===== src/rtl/shift_pkg.sv =====
// Shared definitions for the multi-cycle shift sequencer.
//   - OP_* : shift operation codes carried on in_op.
//   - state_e : sequencer FSM states.
package shift_pkg;

    localparam logic [1:0] OP_SLL = 2'b00;  // logical left
    localparam logic [1:0] OP_SRL = 2'b01;  // logical right
    localparam logic [1:0] OP_SRA = 2'b10;  // arithmetic right
    localparam logic [1:0] OP_ROR = 2'b11;  // rotate right

    typedef enum logic [1:0] {
        ST_IDLE  = 2'b00,
        ST_SHIFT = 2'b01,
        ST_DONE  = 2'b10
    } state_e;

endpackage


===== src/rtl/shift_step.sv =====
// Combinational single-bit shift step.
// Ports:
//   op : shift operation (shift_pkg OP_* codes)
//   d  : value before the step
//   q  : value after one bit of shift/rotate
module shift_step
    import shift_pkg::*;
#(
    parameter int WIDTH = 4
) (
    input  logic [1:0]       op,
    input  logic [WIDTH-1:0] d,
    output logic [WIDTH-1:0] q
);

    always_comb begin
        q = d;
        case (op)
            OP_SLL:  q = {d[WIDTH-2:0], 1'b0};
            OP_SRL:  q = {1'b0, d[WIDTH-1:1]};
            OP_SRA:  q = {d[WIDTH-1], d[WIDTH-1:1]};
            OP_ROR:  q = {d[0], d[WIDTH-1:1]};
            default: q = d;
        endcase
    end

endmodule


===== src/rtl/shift_sequencer.sv =====
// Multi-cycle shift unit: accepts (operand, op, amount) over a valid/ready
// handshake, applies one single-bit step per clock, then presents the result
// over a valid/ready output handshake.
// Ports:
//   clk       : rising-edge clock
//   rst       : asynchronous active-low reset
//   in_valid  : command valid
//   in_ready  : high in IDLE; command accepted on in_valid && in_ready
//   in_op     : 00 SLL, 01 SRL, 10 SRA, 11 ROR
//   in_amt    : requested shift amount
//   in_data   : operand
//   out_valid : result valid (DONE state)
//   out_ready : consumer ready; result consumed on out_valid && out_ready
//   out_data  : working register (final result while out_valid)
//   busy      : high in SHIFT or DONE
module shift_sequencer
    import shift_pkg::*;
#(
    parameter  int WIDTH = 4,
    localparam int AMT_W = $clog2(WIDTH) + 1
) (
    input  logic             clk,
    input  logic             rst,
    input  logic             in_valid,
    output logic             in_ready,
    input  logic [1:0]       in_op,
    input  logic [AMT_W-1:0] in_amt,
    input  logic [WIDTH-1:0] in_data,
    output logic             out_valid,
    input  logic             out_ready,
    output logic [WIDTH-1:0] out_data,
    output logic             busy
);

    localparam logic [AMT_W-1:0] WIDTH_AMT = AMT_W'(WIDTH);

    state_e           state_q, state_d;
    logic [WIDTH-1:0] work_q, work_d;
    logic [1:0]       op_q, op_d;
    logic [AMT_W-1:0] count_q, count_d;
    logic [AMT_W-1:0] eff_amt;
    logic [WIDTH-1:0] step_q;

    shift_step #(.WIDTH(WIDTH)) u_step (
        .op (op_q),
        .d  (work_q),
        .q  (step_q)
    );

    // Rotation is periodic in WIDTH; the other shifts saturate at WIDTH
    // (everything has been shifted out, or replaced by the sign bit).
    always_comb begin
        eff_amt = in_amt;
        if (in_op == OP_ROR) begin
            eff_amt = in_amt % WIDTH_AMT;
        end else if (in_amt > WIDTH_AMT) begin
            eff_amt = WIDTH_AMT;
        end
    end

    always_comb begin
        state_d = state_q;
        work_d  = work_q;
        op_d    = op_q;
        count_d = count_q;
        case (state_q)
            ST_IDLE: begin
                if (in_valid) begin
                    work_d  = in_data;
                    op_d    = in_op;
                    count_d = eff_amt;
                    state_d = ST_SHIFT;
                end
            end
            ST_SHIFT: begin
                // A zero-amount command passes through here for one cycle
                // without stepping, so every command has latency max(N,1).
                if (count_q != '0) begin
                    work_d  = step_q;
                    count_d = count_q - AMT_W'(1);
                end
                if (count_q <= AMT_W'(1)) begin
                    state_d = ST_DONE;
                end
            end
            ST_DONE: begin
                if (out_ready) begin
                    state_d = ST_IDLE;
                end
            end
            default: state_d = ST_IDLE;
        endcase
    end

    always_ff @(posedge clk or negedge rst) begin
        if (!rst) begin
            state_q <= ST_IDLE;
            work_q  <= '0;
            op_q    <= OP_SLL;
            count_q <= '0;
        end else begin
            state_q <= state_d;
            work_q  <= work_d;
            op_q    <= op_d;
            count_q <= count_d;
        end
    end

    // Handshake outputs decode registered state only.
    assign in_ready  = (state_q == ST_IDLE);
    assign out_valid = (state_q == ST_DONE);
    assign busy      = (state_q != ST_IDLE);
    assign out_data  = work_q;

endmodule


===== config.mk =====
export PLATFORM = sky130hd
export DESIGN_NAME = shift_sequencer
export DESIGN_NICKNAME = d
export VERILOG_FILES = /design/src/rtl/shift_pkg.sv /design/src/rtl/shift_step.sv /design/src/rtl/shift_sequencer.sv
export SDC_FILE = /design/constraint.sdc
export NUM_CORES = 1
export LEC_CHECK = 0
export CAP_MARGIN = 20
export CORE_UTILIZATION = 40
export DETAILED_ROUTE_END_ITERATION = 6
export GPL_TIMING_DRIVEN = 1
export PLACE_DENSITY_LB_ADDON = 0.3
export SETUP_SLACK_MARGIN = 0.5
export SYNTH_ARGS = -nofsm -noshare
export SYNTH_HDL_FRONTEND = slang
export SYNTH_SLANG_ARGS = --single-unit

===== constraint.sdc =====
create_clock -name clk -period 4.32 [get_ports clk]
set_clock_uncertainty 0.05 [all_clocks]
set_input_delay 1.08 -clock clk [delete_from_list [all_inputs] [get_ports clk]]
set_output_delay 1.08 -clock clk [all_outputs]
set_load 0.01 [all_outputs]

==> metrics.cfg, run 1 <==
[synth]
avgSynthCellArea_um2 = 9.954
synthAdderAreaFrac = 0.05545
synth_nets = 84
muxShareOfSynthArea = 0.1072
ys_ff_latch = 11
yosysMostFrequentCell = dfrtp_1
syn-cell-area_um2 = 676.9
synthTopCellsByCount = dfrtp_1 (11), inv_1 (7), nor2_1 (6)
yosysSeqAreaShare = 0.4067
synth_top_family_by_area = compound AO/OA/AOI/OAI gates
synth_warnings = 0
synth-edff-count = 0
synth_area_leaders = dfrtp_1 (41%), ha_1 (5.5%), mux2_4 (4.4%)
synthFlopType = dfrtp_1
synth-xor-area-share = 0
async_reset_ff_frac = 1.000
synth_compound_area_frac = 0.2218
netlist-cell-type-count = 27
yosysTopAreaCellShare = 0.4067
synth_cells = 68
synth-simple-area-share = 0.1294
yosysTopAreaCell = dfrtp_1

[floorplanning]
core_area_um2 = 1541
die_h_um = 43.14
start_util = 0.4391
die_width_um = 43.14
ios = 20
fp-row-count = 14
die_area_um2 = 1861

[global_routing]
grt_usage = 0.1793
grt_use_met3 = 0.04255
grt_max_degree = 12
grt_util_met1 = 0.2225
grt_pass1_wl_mm = 2.359
grtUsageMet2 = 0.2776
grt_busiest_layer = met2
grt_overflow = 0
grt_pass1_vias = 530
antenna_found_initial = 0

[worst_setup_path]
cp-start-kind = flop
cp-end-kind = primary output
critical_path_class = flop to primary output
path_max_fanout = 9
crit_chain = nor2_1, clkdlybuf4s50_1
worstPathRequired_ns = 3.19
arrival_ns = 1.45
cp_slowest_cell = clkdlybuf4s50_1
slowest_delay_ns = 0.55

[detailed_routing]
drt-vias-per-instance = 5.308
wl_per_cell_um = 13.63
drtIter0Drc = 12
first_pass_iters = 4
drc_errors = 0
via_count = 552
wl_mm = 1.417
ant_nets = 0

[finish]
fill_cells = 143
drive_gt1_frac = 0.1136
syn2layout_area_growth_pct = 30.87
nets = 105
diodes = 0

[power]
worst_ir_drop_vdd_mv = 0.2942
power.switching_w = 0.0002669
p_sw_frac = 0.4089
power.density_nw_per_um2 = 736.9
comb_power_share = 0.562
p_clk_frac = 0.114
power_frac_seq = 0.325
cellLeakagePower_nw = 0.3952
p_int_w = 0.0003858

[run_status]
outcome = complete, no violations

[timing]
final.period_utilization = 0.5971
tns_ns = 0
period_minus_slack_ns = 2.579
maxSlewViolCount = 0
hold_slack_ns = 0.5033
setup_viol = 0
rsz0062_at_grt = false
max_slew.worst_pin.slew_ns = 0.5147
fmax_mhz = 387.7
max_slew_margin = 0.6558
finalHoldViolCount = 0

[clocking]
clock_sinks = 11
cts_tree = yes
postCtsSetupRepairBufs = 0
cts_hold_buf = 0
cts_buffer_depth = 2
clkTransAtPathRegs_ns = 0.07
ctsResizeCount = 0
htreeDepth = 1
cts_made_buffers = 3
root_buffer = clkbuf_4
clk_latency_ns = 0.27

[place]
place_congestion = 0.7377
dp_hpwl_mm = 1.047
port_buffers = 19

[hold_path]
hold_class = flop to flop

[run]
cap_violations = 0

power groups by stage:
stage | logic [W] | clock network [W] | registers (W)
after floorplan | 0.000277 | 0 | 0.000202
after global placement | 0.000360 | 0 | 0.000210
after detailed placement | 0.000368 | 0 | 0.000213
after CTS | 0.000370 | 0.0000770 | 0.000212
after global routing | 0.000411 | 0.0000819 | 0.000219
final | 0.000367 | 0.0000742 | 0.000212
worst paths after layout:
check | startpoint | end | slack (ns) | cells after the start
worst min-delay path | op_q[1] | op_q[1] | 0.50 | 1
max in group asynchronous | rst | op_q[1] | 2.79 | 1
worst min register to register | op_q[1] | op_q[1] | 0.50 | 1
worst max register to register | state_q[0] | out_data[1] | 2.74 | 3
min in group asynchronous | rst | out_data[1] | 1.09 | 1
worst max-delay path | state_q[0] | in_ready | 1.74 | 2
per-layer routing:
layer | vias to the layer above | share of wire
met5 | - | 0
met4 | 0 | 0.020
met3 | 4 | 0.051
met2 | 15 | 0.44
met1 | 257 | 0.48
li1 | 276 | -
registers in the layout, indices dropped and copies added (netlist names):
register  flops
op_q          2
count_q       3
state_q       2
out_data      4
layout by cell type, fill, tap and decap left out, drive strengths merged, types with 2 or more instances in the layout:
cell / n
a211oi: 3
clkdlybuf4s50: 19
mux2: 4
ha: 3
dfrtp: 11
o21ai: 5
a21oi: 4
mux2i: 2
nor2: 6
nor3b: 2
nand2: 5
o21bai: 2
inv: 7
clkbuf: 4
stage by stage:
stage | cell area, um^2 | utilization | setup WS (ns) | cells | total power [W]
final | 885.9 | 0.5747 | 1.741 | 104 | 0.0006528
after global routing | 885.9 | 0.5747 | 1.632 | 104 | 0.0007116
after CTS | 885.9 | 0.5747 | 1.724 | 104 | 0.0006589
after detailed placement | 859.6 | 0.5576 | 1.708 | 100 | 0.0005818
after global placement | 859.6 | 0.5576 | 1.726 | 100 | 0.0005697
after floorplan | 676.9 | - | 2.363 | 68 | 0.0004792
area by class of cell:
class	instances	area, um^2	area share
sequential	11	275.3	0.3107
timing repair buffer	19	190.2	0.2147
clock buffer	4	26.28	0.02966
inverter	7	26.28	0.02966
tap	16	20.02	0.02260
multi-input combinational	47	347.8	0.3927
cell families (layout without fill, tap and decap cells):
family	Yosys count	count (layout)
AO/OA/AOI/OAI	21	21
AND/OR/NAND/NOR	17	17
flip-flops	11	11
buffers and inverters	10	30
multiplexers	6	6
adder cells (fa/ha/maj)	3	3
critical path, delay by kind of cell, from the launching register on:
kind                   cells  cell delay [ns]
DFF                        1             0.47
and+or+nand+nor            1             0.16
buffers and inverters      1             0.55
No activity file was read; power rests on OpenSTA's default activity.
==> inputs of run 2 (changes only) <==
==> constraint.sdc (replaced) <==
create_clock -name clk -period 2.5 [get_ports clk]
set_clock_uncertainty 0.05 [all_clocks]
set_input_delay 0.625 -clock clk [delete_from_list [all_inputs] [get_ports clk]]
set_output_delay 0.625 -clock clk [all_outputs]
set_load 0.01 [all_outputs]
==> metrics.cfg, run 2 (synthesized netlist as in run 1, its figures left out) <==
[run_status]
outcome = complete, no violations

[worst_setup_path]
critical_path_class = flop to primary output
cp_slowest_cell = clkdlybuf4s50_1
crit_chain = clkdlybuf4s50_1
cp_num_buf_inv = 1
path_max_fanout = 4
arrival_ns = 1.25
worstPathRequired_ns = 1.82
slowest_delay_ns = 0.56
cp-start-kind = flop
crit_family = buffers and inverters
cp-end-kind = primary output

[detailed_routing]
via_count = 562
wl_per_cell_um = 13.47
drtIter0Drc = 14
first_pass_iters = 4
drc_errors = 0
wl_mm = 1.428
drt-vias-per-instance = 5.302
ant_nets = 0

[finish]
diodes = 0
fill_cells = 146
syn2layout_area_growth_pct = 32.72
nets = 107
final_common_cell = clkdlybuf4s50_1
largest_reg_flops = 4
most-common-layout-cells = clkdlybuf4s50_1 (16), dfrtp_1 (10), inv_1 (7)
drive_gt1_frac = 0.1444

[hold_path]
hold_class = flop to flop

[clocking]
cts_hold_buf = 0
clkTransAtPathRegs_ns = 0.08
htreeDepth = 1
root_buffer = clkbuf_4
clk_latency_ns = 0.27
cts_tree = yes
cts_buffer_depth = 2
clock_sinks = 11
cts_made_buffers = 3

[global_routing]
grt_usage = 0.1784
grt_use_met3 = 0.04255
antenna_found_initial = 0
grtUsageMet2 = 0.2836
grt_overflow = 0
grt_max_degree = 12
grt_util_met1 = 0.2145
grt_busiest_layer = met2
grt_pass1_vias = 539
grt_pass1_wl_mm = 2.359

[power]
cellLeakagePower_nw = 0.4114
power.density_nw_per_um2 = 1261
worst_ir_drop_vdd_mv = 0.5087

[floorplanning]
fp-row-count = 14
start_util = 0.4391
die_width_um = 43.14
ios = 20
die_area_um2 = 1861
die_h_um = 43.14
core_area_um2 = 1541

[timing]
period_minus_slack_ns = 1.922
rsz0062_at_grt = false
setup_viol = 0
finalHoldViolCount = 0
tns_ns = 0
maxSlewViolCount = 0
max_slew.worst_pin.slew_ns = 0.5315
final.setup.worst_slack_ns = 0.5782
max_slew_margin = 0.6446
final.period_utilization = 0.7687
fmax_mhz = 520.3

[place]
port_buffers = 19
place_congestion = 0.7377
place_ws_ns = 0.3428
dp_hpwl_mm = 1.047

[run]
cap_violations = 0

## run 2: per-stage QoR
stage,std cells,total power [W],utilization,hold WS [ns],instance area [um^2]
3_5_place_dp,100,0.001005,0.5576,0.4844,859.6
3_3_place_gp,100,0.0009844,0.5576,0.4729,859.6
4_1_cts,106,0.001144,0.5828,0.5063,898.4
6_report,106,0.001133,0.5828,0.5005,898.4
2_1_floorplan,68,0.0008281,-,0.2794,676.9
5_1_grt,106,0.001234,0.5828,0.5338,898.4
## run 2: path summary, 6_finish.rpt
| path | cells after the start | from | slack (ns) | to |
|---|---|---|---|---|
| max | 1 | out_data[1] | 0.58 | out_data[1] |
| min | 2 | out_data[3] | 0.50 | out_data[3] |
| max reg2reg | 4 | state_q[0] | 0.84 | out_data[1] |
| min reg2reg | 2 | out_data[3] | 0.50 | out_data[3] |
| max in group asynchronous | 1 | rst | 1.38 | state_q[0] |
| min in group asynchronous | 1 | rst | 0.64 | out_data[2] |
## run 2: layer usage
metal,up-vias,share of wire
li1,282,-
met1,261,0.47
met2,15,0.46
met3,4,0.052
met4,0,0.020
met5,-,0
## run 2: area by class of cell
class | instances | area [um^2] | share of cell area
inverter | 7 | 26.28 | 0.02925
clock buffer | 4 | 26.28 | 0.02925
sequential | 11 | 276.5 | 0.3078
tap | 16 | 20.02 | 0.02228
timing repair buffer | 21 | 201.4 | 0.2242
multi-input combinational | 47 | 347.8 | 0.3872
## run 2: report_power, final
group | internal, W | leakage (nW) | total (W) | switching (W)
sequential | 0.000271 | 0.132 | 0.000354 | 0.0000835
combinational | 0.000337 | 0.264 | 0.000650 | 0.000313
clock | 0.0000619 | 0.0150 | 0.000129 | 0.0000666
## run 2: what timing repair did
action / in CTS / in global routing
hold endpoints to repair: 0 / 0
setup endpoints to repair: 3 / 0
gates resized for setup: 4 / 0
setup buffers: 2 / 0
## run 2: worst min-delay path: cells and delay by family (launching register included)
kind	cells	cell delay [ns]
flip-flops	1	0.38
AO/OA/AOI/OAI	2	0.14
